[config.mk]
export PLATFORM = sky130hd
export DESIGN_NAME = shared_result_acc
export DESIGN_NICKNAME = d
export VERILOG_FILES = /design/src/rtl/shared_pkg.sv /design/src/rtl/shared_acc_alu.sv /design/src/rtl/shared_result_acc.sv
export SDC_FILE = /design/constraint.sdc
export NUM_CORES = 1
export LEC_CHECK = 0
export CORE_MARGIN = 5
export CORE_UTILIZATION = 57
export CTS_BUF_LIST = sky130_fd_sc_hd__clkbuf_4
export DETAILED_ROUTE_END_ITERATION = 8
export GPL_ROUTABILITY_DRIVEN = 0
export PLACE_DENSITY = 0.85
export SYNTH_ARGS = -nofsm -noshare
export SYNTH_HDL_FRONTEND = slang
export SYNTH_SLANG_ARGS = --single-unit
[constraint.sdc]
create_clock -name clk -period 4.28 [get_ports clk]
set_clock_uncertainty 0.05 [all_clocks]
set_input_delay 0.856 -clock clk [delete_from_list [all_inputs] [get_ports clk]]
set_output_delay 0.856 -clock clk [all_outputs]
set_load 0.05 [all_outputs]
[src/rtl/shared_pkg.sv]
// Shared definitions for the shared-unit result accumulator: FSM encoding,
// mode constants and default sizing.
package shared_pkg;

  typedef enum logic [1:0] {
    S_IDLE = 2'd0,
    S_RUN  = 2'd1,
    S_DONE = 2'd2
  } state_e;

  localparam logic MODE_ADD = 1'b0;
  localparam logic MODE_SUB = 1'b1;

  localparam int unsigned ACC_W_DEF     = 8;
  localparam int unsigned N_SAMPLES_DEF = 8;

endpackage

[src/rtl/shared_acc_alu.sv]
// Combinational add/subtract of a zero-extended 2-bit sample into the running total.
// SHARED_ACC_SATURATE_EN clamps the result on signed overflow instead of wrapping.
module shared_acc_alu
  import shared_pkg::*;
#(
  parameter int unsigned ACC_W = ACC_W_DEF
) (
  input  logic [ACC_W-1:0] i_acc,
  input  logic [1:0]       i_s,
  input  logic             i_m,
  output logic [ACC_W-1:0] o_acc,
  output logic             o_ovf
);

  logic [ACC_W-1:0] w_ext;
  logic [ACC_W-1:0] w_opnd;
  logic [ACC_W-1:0] w_sum;

  assign w_ext  = {{(ACC_W-2){1'b0}}, i_s};
  // Subtraction is an add of the negated operand so one overflow rule covers both.
  assign w_opnd = (i_m == MODE_SUB) ? (~w_ext + 1'b1) : w_ext;
  assign w_sum  = i_acc + w_opnd;
  assign o_ovf  = (i_acc[ACC_W-1] == w_opnd[ACC_W-1]) && (w_sum[ACC_W-1] != i_acc[ACC_W-1]);

`ifdef SHARED_ACC_SATURATE_EN
  always_comb begin
    o_acc = w_sum;
    if (o_ovf) begin
      // Both operands share the sign of i_acc, which gives the overflow direction.
      o_acc = i_acc[ACC_W-1] ? {1'b1, {(ACC_W-1){1'b0}}} : {1'b0, {(ACC_W-1){1'b1}}};
    end
  end
`else
  assign o_acc = w_sum;
`endif

endmodule

[src/rtl/shared_result_acc.sv]
// Burst accumulator for shared-unit results with done pulse and sticky overflow.
// Optional SHARED_ACC_SATURATE_EN selects saturating instead of wrapping arithmetic.
module shared_result_acc
  import shared_pkg::*;
#(
  parameter int unsigned ACC_W     = ACC_W_DEF,
  parameter int unsigned N_SAMPLES = N_SAMPLES_DEF,
  parameter int unsigned CNT_W     = 4
) (
  input  logic             clk,
  input  logic             rst_n,
  input  logic             start,
  input  logic             in_valid,
  input  logic [1:0]       in_s,
  input  logic             in_m,
  output logic [ACC_W-1:0] acc,
  output logic [CNT_W-1:0] sample_cnt,
  output logic             busy,
  output logic             done,
  output logic             overflow
);

  localparam logic [CNT_W-1:0] LAST_CNT = CNT_W'(N_SAMPLES - 1);

  state_e           r_state;
  logic [ACC_W-1:0] r_acc;
  logic [CNT_W-1:0] r_cnt;
  logic             r_busy;
  logic             r_done;
  logic             r_ovf;

  logic [ACC_W-1:0] w_acc_next;
  logic             w_ovf;

  shared_acc_alu #(
    .ACC_W(ACC_W)
  ) u_alu (
    .i_acc(r_acc),
    .i_s  (in_s),
    .i_m  (in_m),
    .o_acc(w_acc_next),
    .o_ovf(w_ovf)
  );

  always_ff @(posedge clk or negedge rst_n) begin
    if (!rst_n) begin
      r_state <= S_IDLE;
      r_acc   <= '0;
      r_cnt   <= '0;
      r_busy  <= 1'b0;
      r_done  <= 1'b0;
      r_ovf   <= 1'b0;
    end else begin
      unique case (r_state)
        S_IDLE: begin
          if (start) begin
            r_state <= S_RUN;
            r_acc   <= '0;
            r_cnt   <= '0;
            r_ovf   <= 1'b0;
            r_busy  <= 1'b1;
          end
        end
        S_RUN: begin
          if (in_valid) begin
            r_acc <= w_acc_next;
            r_cnt <= r_cnt + 1'b1;
            r_ovf <= r_ovf | w_ovf;
            if (r_cnt == LAST_CNT) begin
              r_state <= S_DONE;
              r_busy  <= 1'b0;
              r_done  <= 1'b1;
            end
          end
        end
        S_DONE: begin
          r_done <= 1'b0;
          if (start) begin
            r_state <= S_RUN;
            r_acc   <= '0;
            r_cnt   <= '0;
            r_ovf   <= 1'b0;
            r_busy  <= 1'b1;
          end else begin
            r_state <= S_IDLE;
          end
        end
        default: begin
          r_state <= S_IDLE;
          r_busy  <= 1'b0;
          r_done  <= 1'b0;
        end
      endcase
    end
  end

  assign acc        = r_acc;
  assign sample_cnt = r_cnt;
  assign busy       = r_busy;
  assign done       = r_done;
  assign overflow   = r_ovf;

endmodule

==> flow_metrics.py, run 1 <==
metrics = {
    "power": {
        "ir_drop_v": 0.000412,
        "power_density_nw_per_um2": 810,
        "p_leak_nw": 0.613,
    },
    "final_layout": {
        "post-route-util_pct": 71.7,
        "multi_input_area_um2": 654,
        "seq_area_um2": 425,
        "antenna_cells": 0,
        "drive_above_1_share_pct": 7.09,
        "fillers": 164,
        "layout-area-overhead-vs-synth_pct": 21.8,
        "final_nets": 159,
    },
    "floorplan": {
        "row_count": 16,
        "start_util_pct": 58.9,
        "die_x_um": 54.5,
        "dieArea_um2": 2980,
        "core_um2": 1920,
        "io_pins": 22,
        "fp.dieH_um": 54.5,
    },
    "synth": {
        "synth_edf_count": 0,
        "synth-seq-cells": 17,
        "yosys.area.top_type": "dfrtp_1",
        "syn_area_per_cell_um2": 9.43,
        "synth_nets": 137,
        "yosysSeqAreaShare_pct": 37.6,
        "synth.area.top_cells": "dfrtp_1 (38%), ha_1 (10%), nand2_1 (5.0%)",
        "yosysWarningCount": 0,
        "synth.cell_area_um2": 1130,
        "synthFlopType": "dfrtp_1",
        "async_reset_ff_share_pct": 100,
        "synth_top_area_share_pct": 37.6,
        "yosysUniqueCellTypes": 40,
        "syn_inst": 120,
    },
    "setup_path": {
        "critical_path_arrival_ns": 3.31,
        "path_max_fanout": 10,
        "criticalPathCategory": "input port to flip-flop",
        "cp-end-kind": "flip-flop",
        "cp.required_ns": 4.42,
        "crit_path_start_kind": "input port",
    },
    "clock_network": {
        "postCtsResizedCells": 0,
        "htree_levels": 1,
        "cts_tree": "built",
        "numCtsBuffers": 3,
        "cts_setup_buffers": 0,
        "worstSkewPairLatency_ns": 0.30,
        "cts_hold_buf": 0,
        "cts.clk_slew.worst_paths_ns": 0.11,
        "cts_root_buf": "clkbuf_4",
        "ctsLongestPathBuffers": 2,
        "clock_sinks": 17,
    },
    "sta": {
        "fin_crit_ns": 3.17,
        "final-setup-viol-count": 0,
        "rsz0062_at_grt": "no",
        "finalSetupTns_ns": 0,
        "max_freq_mhz": 315,
        "relSlewSlack_pct": 47.7,
        "max_slew.worst_pin.slew_ns": 0.782,
        "finalHoldViolCount": 0,
        "slew_viol_final": 0,
        "min_period_over_period_pct": 74.1,
    },
    "drt": {
        "wl_per_cell_um": 14.6,
        "viasPerCell": 5.80,
        "drcViolationCount": 0,
        "drt_iter0_drc": 10,
        "drt-total-wl_mm": 2.46,
        "num_vias": 975,
        "ant_nets": 0,
        "first_pass_iters": 4,
    },
    "grt": {
        "grt_first_pass_wirelength_mm": 4.12,
        "grt_overflow": 0,
        "antenna_found_initial": 0,
        "grt_max_degree": 18,
        "grt_pass1_vias": 985,
        "groute.usage.overall_pct": 18.9,
    },
    "outcome": {
        "run_status": "completed",
    },
    "worst_hold_path": {
        "hold_path_class": "flip-flop to flip-flop",
    },
    "run": {
        "max_cap_violations": 0,
    },
    "placed_design": {
        "hpwl_mm": 1.87,
        "port_buffers": 21,
    },
}
-- critical path, cell delays in order --
cell and delay, ns:
clkdlybuf4s50_1 0.48, inv_1 0.05, ha_1 0.22, nor2b_4 0.26
ha_1 0.33, o21ai_0 0.28, nor2_1 0.17, a211oi_2 0.31
nor4_1 0.08, a221o_1 0.28
-- cells in the final DEF (no fill, tap or decap), types with 2 or more instances in the layout --
| cell type | count |
|---|---|
| a211oi_1 | 2 |
| a211oi_2 | 2 |
| a21oi_1 | 2 |
| and3_1 | 2 |
| clkbuf_4 | 3 |
| clkdlybuf4s50_1 | 21 |
| dfrtp_1 | 17 |
| ha_1 | 9 |
| inv_1 | 7 |
| nand2_1 | 15 |
| nand2b_1 | 2 |
| nand3_1 | 8 |
| nor2_1 | 7 |
| nor2b_1 | 2 |
| nor3b_1 | 2 |
| o21ai_0 | 11 |
| o31ai_1 | 3 |
| xor2_1 | 4 |
-- power breakdown --
| group | switching (mW) | leakage (nW) | internal [mW] |
|---|---|---|---|
| Combinational | 0.460 | 0.387 | 0.265 |
| Sequential | 0.0690 | 0.209 | 0.232 |
| Clock | 0.0546 | 0.0177 | 0.0348 |
-- flip-flops by register name (all words and copies together), names as in the netlist --
register    cells
acc             8
overflow        1
r_state         2
sample_cnt      4
done            1
busy            1
-- cells by family (layout without fill, tap and decap cells) --
group / count (synthesis) / count (layout) / synth area share, %
AOI/OAI and AO/OA: 29 / 29 / 19.2
xor gates and xnor gates: 5 / 5 / 3.87
adders and majority gates: 10 / 10 / 11.7
buffers and inverters: 11 / 32 / 4.54
DFF: 17 / 17 / 37.6
and+or+nand+nor: 48 / 48 / 23.0
-- metal layers --
metal  wire, µm  vias to the layer above  part of all wire [%]  track usage, %
met5          0                        -                     0               0
met4         27                        0                   1.1            6.22
met3        141                        8                   5.7            4.63
met2       1280                       31                    52            34.3
met1       1020                      465                    41            21.6
li1           -                      471                     -               -
-- stage by stage --
stage / instances / worst slack [ns] / instance area (µm²) / hold WS [ns] / total power, mW
2_1_floorplan: 120 / 1.55 / 1130 / 0.413 / 0.816
4_1_cts: 168 / 1.10 / 1380 / 0.456 / 1.12
5_1_grt: 168 / 0.934 / 1380 / 0.484 / 1.19
6_report: 168 / 1.11 / 1380 / 0.453 / 1.12
3_5_place_dp: 164 / 0.859 / 1350 / 0.454 / 1.03
3_3_place_gp: 164 / 0.958 / 1350 / 0.436 / 1.01
-- cell usage after synthesis (2+ instances only) --
| library cell | instances |
|---|---|
| a211oi_1 | 2 |
| a211oi_2 | 2 |
| a21oi_1 | 2 |
| and3_1 | 2 |
| buf_2 | 2 |
| dfrtp_1 | 17 |
| ha_1 | 9 |
| inv_1 | 7 |
| nand2_1 | 15 |
| nand2b_1 | 2 |
| nand3_1 | 8 |
| nor2_1 | 7 |
| nor2b_1 | 2 |
| nor3b_1 | 2 |
| o21ai_0 | 11 |
| o31ai_1 | 3 |
| xor2_1 | 4 |
-- cell type report --
| class | count | share of cell area (%) |
|---|---|---|
| clock buffer | 3 | 1.63 |
| tap | 27 | 2.45 |
| clock inverter | 1 | 0.363 |
| timing repair buffer | 21 | 15.3 |
| multi-input combinational | 92 | 47.5 |
| sequential | 17 | 30.9 |
| inverter | 7 | 1.91 |
-- worst paths after layout --
path / start / end / slack, ns / cells after the start
setup / recovery: in_s[0] / overflow$_DFFE_PN0P_ / 1.11 / 10
max in group asynchronous: rst_n / acc[7]$_DFFE_PN0P_ / 2.74 / 1
hold / removal: r_state[1]$_DFFE_PN0P_ / done$_DFFE_PN0P_ / 0.45 / 1
hold reg to reg: r_state[1]$_DFFE_PN0P_ / done$_DFFE_PN0P_ / 0.45 / 1
min in group asynchronous: rst_n / acc[1]$_DFFE_PN0P_ / 0.95 / 1
setup reg to reg: acc[2]$_DFFE_PN0P_ / overflow$_DFFE_PN0P_ / 2.21 / 6
Power figures use the tool's default switching activity.
==> run 2, diff against run 1 <==
- CORE_UTILIZATION: 57 -> 53
- PLACE_DENSITY: 0.85 -> 0.79
- clock period: 4.28 -> 2.95 ns (I/O delays scaled with it)
==> run 2 against run 1 <==
  * Sequential power increased by 45%
  * Die area rose by 6.1%
  * Clock-buffer cell count unchanged
  * Non-clock buffer count up 8
  * Cell count increased by 4.8%
  * Sequential cell count stayed put
  * Routed wire length rose by 3.2%
  * Critical endpoint unchanged
  * Largest power group unchanged
  * Highest routed layer unchanged
==> flow_metrics.py, run 2 (synthesis gave the netlist of run 1 again) <==
metrics = {
    "floorplan": {
        "core_um2": 2000,
        "fp.dieH_um": 56.2,
        "start_util_pct": 56.5,
        "row_count": 16,
        "dieArea_um2": 3160,
        "die_x_um": 56.2,
        "io_pins": 22,
    },
    "final_layout": {
        "layout-area-overhead-vs-synth_pct": 27.5,
        "mostFrequentLayoutCell": "clkdlybuf4s50_1",
        "fillers": 164,
        "largest_reg_flops": 8,
        "multi_input_area_um2": 657,
        "antenna_cells": 0,
        "drive_above_1_share_pct": 12.8,
        "instances_no_fill": 176,
        "seq_area_um2": 425,
        "final_nets": 167,
        "stdcell_area_um2": 1440,
        "final_cell_mix": "clkdlybuf4s50_1 (20), dfrtp_1 (17), nand2_1 (15)",
    },
    "grt": {
        "grt_overflow": 0,
        "groute.usage.overall_pct": 17.3,
        "antenna_found_initial": 0,
        "grt_pass1_vias": 1055,
        "grt_first_pass_wirelength_mm": 4.50,
        "grt_max_degree": 18,
    },
    "sta": {
        "relSlewSlack_pct": 48.8,
        "finalHoldViolCount": 0,
        "finalSetupTns_ns": 0,
        "fin_crit_ns": 2.76,
        "slew_viol_final": 0,
        "rsz0062_at_grt": "no",
        "max_slew.worst_pin.slew_ns": 0.766,
        "max_freq_mhz": 362,
        "final-setup-viol-count": 0,
        "min_period_over_period_pct": 93.5,
        "whs_ns": 0.462,
    },
    "clock_network": {
        "worstSkewPairLatency_ns": 0.28,
        "htree_levels": 1,
        "cts_tree": "built",
        "clock_sinks": 17,
        "cts_root_buf": "clkbuf_4",
        "ctsLongestPathBuffers": 2,
        "cts.clk_slew.worst_paths_ns": 0.10,
        "numCtsBuffers": 3,
        "cts_hold_buf": 0,
    },
    "placed_design": {
        "postPlaceCellArea_um2": 1400,
        "port_buffers": 21,
        "post-place-cells": 170,
        "hpwl_mm": 1.88,
    },
    "worst_hold_path": {
        "hp-start": "r_state[1]$_DFFE_PN0P_",
        "holdPathStages": 1,
        "hold_path_class": "flip-flop to flip-flop",
        "holdPathEnd": "done$_DFFE_PN0P_",
    },
    "setup_path": {
        "regToRegSetupSlack_ns": 0.98,
        "cp.required_ns": 3.08,
        "cp-end-kind": "flip-flop",
        "criticalPathCategory": "input port to flip-flop",
        "path_max_fanout": 4,
        "crit_path_start_kind": "input port",
        "crit_start": "in_s[1]",
        "critical_path_arrival_ns": 2.89,
        "timing.rr.start": "acc[4]$_DFFE_PN0P_",
        "r2r-end": "overflow$_DFFE_PN0P_",
        "reg2regPathDepth": 6,
    },
    "drt": {
        "num_vias": 987,
        "drt_iter0_drc": 17,
        "ant_nets": 0,
        "drcViolationCount": 0,
        "first_pass_iters": 4,
        "drt-total-wl_mm": 2.54,
        "wl_per_cell_um": 14.4,
        "viasPerCell": 5.61,
    },
    "run": {
        "max_cap_violations": 0,
    },
    "power": {
        "p_leak_nw": 0.661,
        "total_power_mw": 1.68,
        "power_density_nw_per_um2": 1160,
        "ir_drop_v": 0.000730,
    },
    "outcome": {
        "run_status": "completed",
    },
}
run 2: cell types whose count changed in the layout (fill, tap and decap cells not counted), sizes merged:
cell	before	now
buf	0	8
dlymetal6s2s	0	1
clkdlybuf4s50	21	20
run 2: layout make-up:
cell class,instances,share of cell area (%)
Sequential cell,17,29.5
Timing Repair Buffer,29,18.9
Tap cell,27,2.34
Clock inverter,1,0.347
Multi-Input combinational cell,92,45.5
Clock buffer,3,1.56
Inverter,7,1.82
run 2: per-layer routing:
metal / global-route usage (%) / up-vias / part of all wire (%)
met2: 31.4 / 22 / 51
met1: 20.4 / 472 / 43
met4: 6.10 / 0 / 2.1
li1: - / 487 / -
met3: 2.78 / 6 / 3.7
met5: 0 / - / 0
run 2: metrics by stage:
stage	util, %	setup slack (ns)
after floorplan	-	0.487
after CTS	71.1	0.137
after detailed placement	69.7	-0.177
after global placement	69.7	-0.0830
after global routing	72.1	0.000257
final	72.1	0.191
run 2: worst max path at each step:
| stage | to | cells after the start |
|---|---|---|
| 3_3_place_gp | overflow$_DFFE_PN0P_ | 11 |
| 5_1_grt | acc[7]$_DFFE_PN0P_ | 11 |
| 4_1_cts | overflow$_DFFE_PN0P_ | 11 |
| 3_5_place_dp | overflow$_DFFE_PN0P_ | 11 |
| 2_1_floorplan | overflow$_DFFE_PN0P_ | 10 |
| 6_report | overflow$_DFFE_PN0P_ | 11 |
run 2: worst max-delay path, stage by stage:
cell and delay, ns:
clkdlybuf4s50_1 0.46, inv_1 0.05, ha_1 0.26, nand2_1 0.06
o21ai_1 0.08, ha_1 0.33, a211oi_2 0.26, nor2_2 0.11
a211oi_2 0.32, nor4_1 0.08, a221o_1 0.28
run 2: where the power goes:
group	internal (mW)	leakage, nW	total, mW	switching [mW]
combinational	0.431	0.435	1.12	0.685
sequential	0.337	0.209	0.437	0.0996
clock	0.0502	0.0177	0.124	0.0739
run 2: repair_timing:
action                                  in CTS  in global routing
buffers inserted                             0                  2
endpoints found under the setup margin       0                  3
resized for setup                            0                  5
==> run 3, diff against run 2 <==
- CORE_UTILIZATION: 53 -> 50
- PLACE_DENSITY: 0.79 -> 0.75
==> run 3 against run 2 <==
  * Clock power up 9.7%
  * Via count rose by 3.6%
  * Global-route usage fell by 0.61 points
  * Cell count is the same
  * Clock-buffer cell count is 1 higher
  * First-iteration DRC count down 41%
  * Register-to-register slack got worse by 0.04 ns
  * Sequential cell count did not move
  * Sequential share of layout area rose by 0.13 points
  * Critical path type unchanged
==> flow_metrics.py, run 3 (synthesis gave the netlist of run 1 again) <==
metrics = {
    "grt": {
        "antenna_found_initial": 0,
        "groute.usage.overall_pct": 16.7,
        "grt_max_degree": 18,
        "grt_pass1_vias": 1048,
        "grt_overflow": 0,
        "grt_first_pass_wirelength_mm": 4.37,
    },
    "floorplan": {
        "die_x_um": 57.6,
        "start_util_pct": 51.6,
        "dieArea_um2": 3310,
        "io_pins": 22,
        "fp.dieH_um": 57.6,
        "row_count": 17,
        "core_um2": 2190,
    },
    "drt": {
        "wl_met2_mm": 1.29,
        "wl_met3_um": 125,
        "ant_nets": 0,
        "first_pass_iters": 4,
        "num_vias": 1023,
        "drcViolationCount": 0,
        "wl_per_cell_um": 14.5,
        "drt-total-wl_mm": 2.55,
        "drt-met1-wl_mm": 1.08,
        "maxUsedRoutingLayer": "met4",
        "drt_iter0_drc": 10,
        "viasPerCell": 5.81,
    },
    "clock_network": {
        "cts.clk_slew.worst_paths_ns": 0.10,
        "cts_hold_buf": 0,
        "worstSkewPairLatency_ns": 0.29,
        "clock_sinks": 17,
        "htree_levels": 1,
        "ctsLongestPathBuffers": 2,
        "cts_root_buf": "clkbuf_4",
        "numCtsBuffers": 3,
        "cts_tree": "built",
    },
    "setup_path": {
        "path_max_fanout": 4,
        "crit_path_max_incr_delay_ns": 0.48,
        "crit_path_start_kind": "input port",
        "cp-end-kind": "flip-flop",
        "crit_chain": "clkdlybuf4s50_1 -> inv_1 -> ha_1 -> nand2_1 -> o21ai_0 -> ha_1 -> a211oi_2 -> nor2_2 -> a211oi_2 -> nor4_1 -> a221o_1",
        "critical_path_arrival_ns": 2.96,
        "slowest_stage": "clkdlybuf4s50_1",
        "cp.required_ns": 3.08,
        "criticalPathCategory": "input port to flip-flop",
    },
    "run": {
        "max_cap_violations": 0,
    },
    "placed_design": {
        "place_ws_ns": -0.199,
        "hpwl_mm": 1.93,
        "postPlaceCellArea_um2": 1400,
        "port_buffers": 21,
    },
    "final_layout": {
        "antenna_cells": 0,
        "final_nets": 166,
        "largest_reg_flops": 8,
        "final_cell_mix": "clkdlybuf4s50_1 (21), dfrtp_1 (17), nand2_1 (15)",
        "stdcell_area_um2": 1440,
        "mostFrequentLayoutCell": "clkdlybuf4s50_1",
        "layout-area-overhead-vs-synth_pct": 27.0,
        "drive_above_1_share_pct": 12.2,
    },
    "sta": {
        "slew_viol_final": 0,
        "rsz0062_at_grt": "no",
        "max_slew.worst_pin.slew_ns": 0.809,
        "fin_crit_ns": 2.83,
        "max_freq_mhz": 354,
        "setup_ws_ns": 0.123,
        "min_period_over_period_pct": 95.8,
        "relSlewSlack_pct": 45.9,
        "final-setup-viol-count": 0,
        "finalHoldViolCount": 0,
    },
    "power": {
        "power_density_nw_per_um2": 1170,
        "p_leak_nw": 0.648,
        "ir_drop_v": 0.000794,
    },
    "worst_hold_path": {
        "hold_path_class": "flip-flop to flip-flop",
    },
    "outcome": {
        "run_status": "completed",
    },
}
[run 3: what timing repair did]
action / in CTS / in global routing
setup endpoints to repair: 0 / 2
buffers inserted: 0 / 1
gates resized for setup: 0 / 2
[run 3: layout make-up]
type	instances	area, µm²
tap	28	35.0
fill	194	754
clock buffer	4	30.0
multi-input combinational	92	657
sequential	17	425
timing repair buffer	28	263
inverter	7	26.3
[run 3: critical path, delay by kind of cell]
family                     cells  cell delay (ns)
and+or+nand+nor                3             0.26
AOI/OAI and AO/OA              4             0.97
adders and majority gates      2             0.61
buffers and inverters          2             0.53
[run 3: path summary, 6_finish.rpt]
| check | from | endpoint | slack (ns) | cells after the start |
|---|---|---|---|---|
| setup / recovery | in_s[0] | overflow$_DFFE_PN0P_ | 0.12 | 11 |
| setup reg to reg | acc[2]$_DFFE_PN0P_ | overflow$_DFFE_PN0P_ | 0.94 | 6 |
| hold / removal | r_state[1]$_DFFE_PN0P_ | done$_DFFE_PN0P_ | 0.46 | 1 |
| max in group asynchronous | rst_n | acc[2]$_DFFE_PN0P_ | 1.64 | 1 |
| hold reg to reg | r_state[1]$_DFFE_PN0P_ | done$_DFFE_PN0P_ | 0.46 | 1 |
| min in group asynchronous | rst_n | overflow$_DFFE_PN0P_ | 0.71 | 1 |
[run 3: layer usage]
| layer | track usage (%) | vias to the layer above |
|---|---|---|
| met3 | 2.71 | 6 |
| met1 | 19.2 | 504 |
| met2 | 30.0 | 25 |
| li1 | - | 488 |
| met5 | 0 | - |
| met4 | 7.62 | 0 |
[run 3: metrics by stage]
stage | cells | util, % | setup TNS, ns | hold WS [ns] | power (mW)
final | 176 | 65.6 | 0 | 0.465 | 1.68
after global placement | 171 | 63.7 | -0.163 | 0.438 | 1.50
after detailed placement | 171 | 63.7 | -0.446 | 0.449 | 1.53
after global routing | 176 | 65.6 | 0 | 0.506 | 1.79
after CTS | 175 | 65.1 | 0 | 0.476 | 1.67
after floorplan | 120 | - | 0 | 0.244 | 1.18
[run 3: power breakdown]
group          leakage (nW)  switching (mW)  internal [mW]
Sequential            0.209           0.101          0.337
Clock                0.0184          0.0739         0.0618
Combinational         0.421           0.681          0.424
Total                 0.648           0.856          0.823
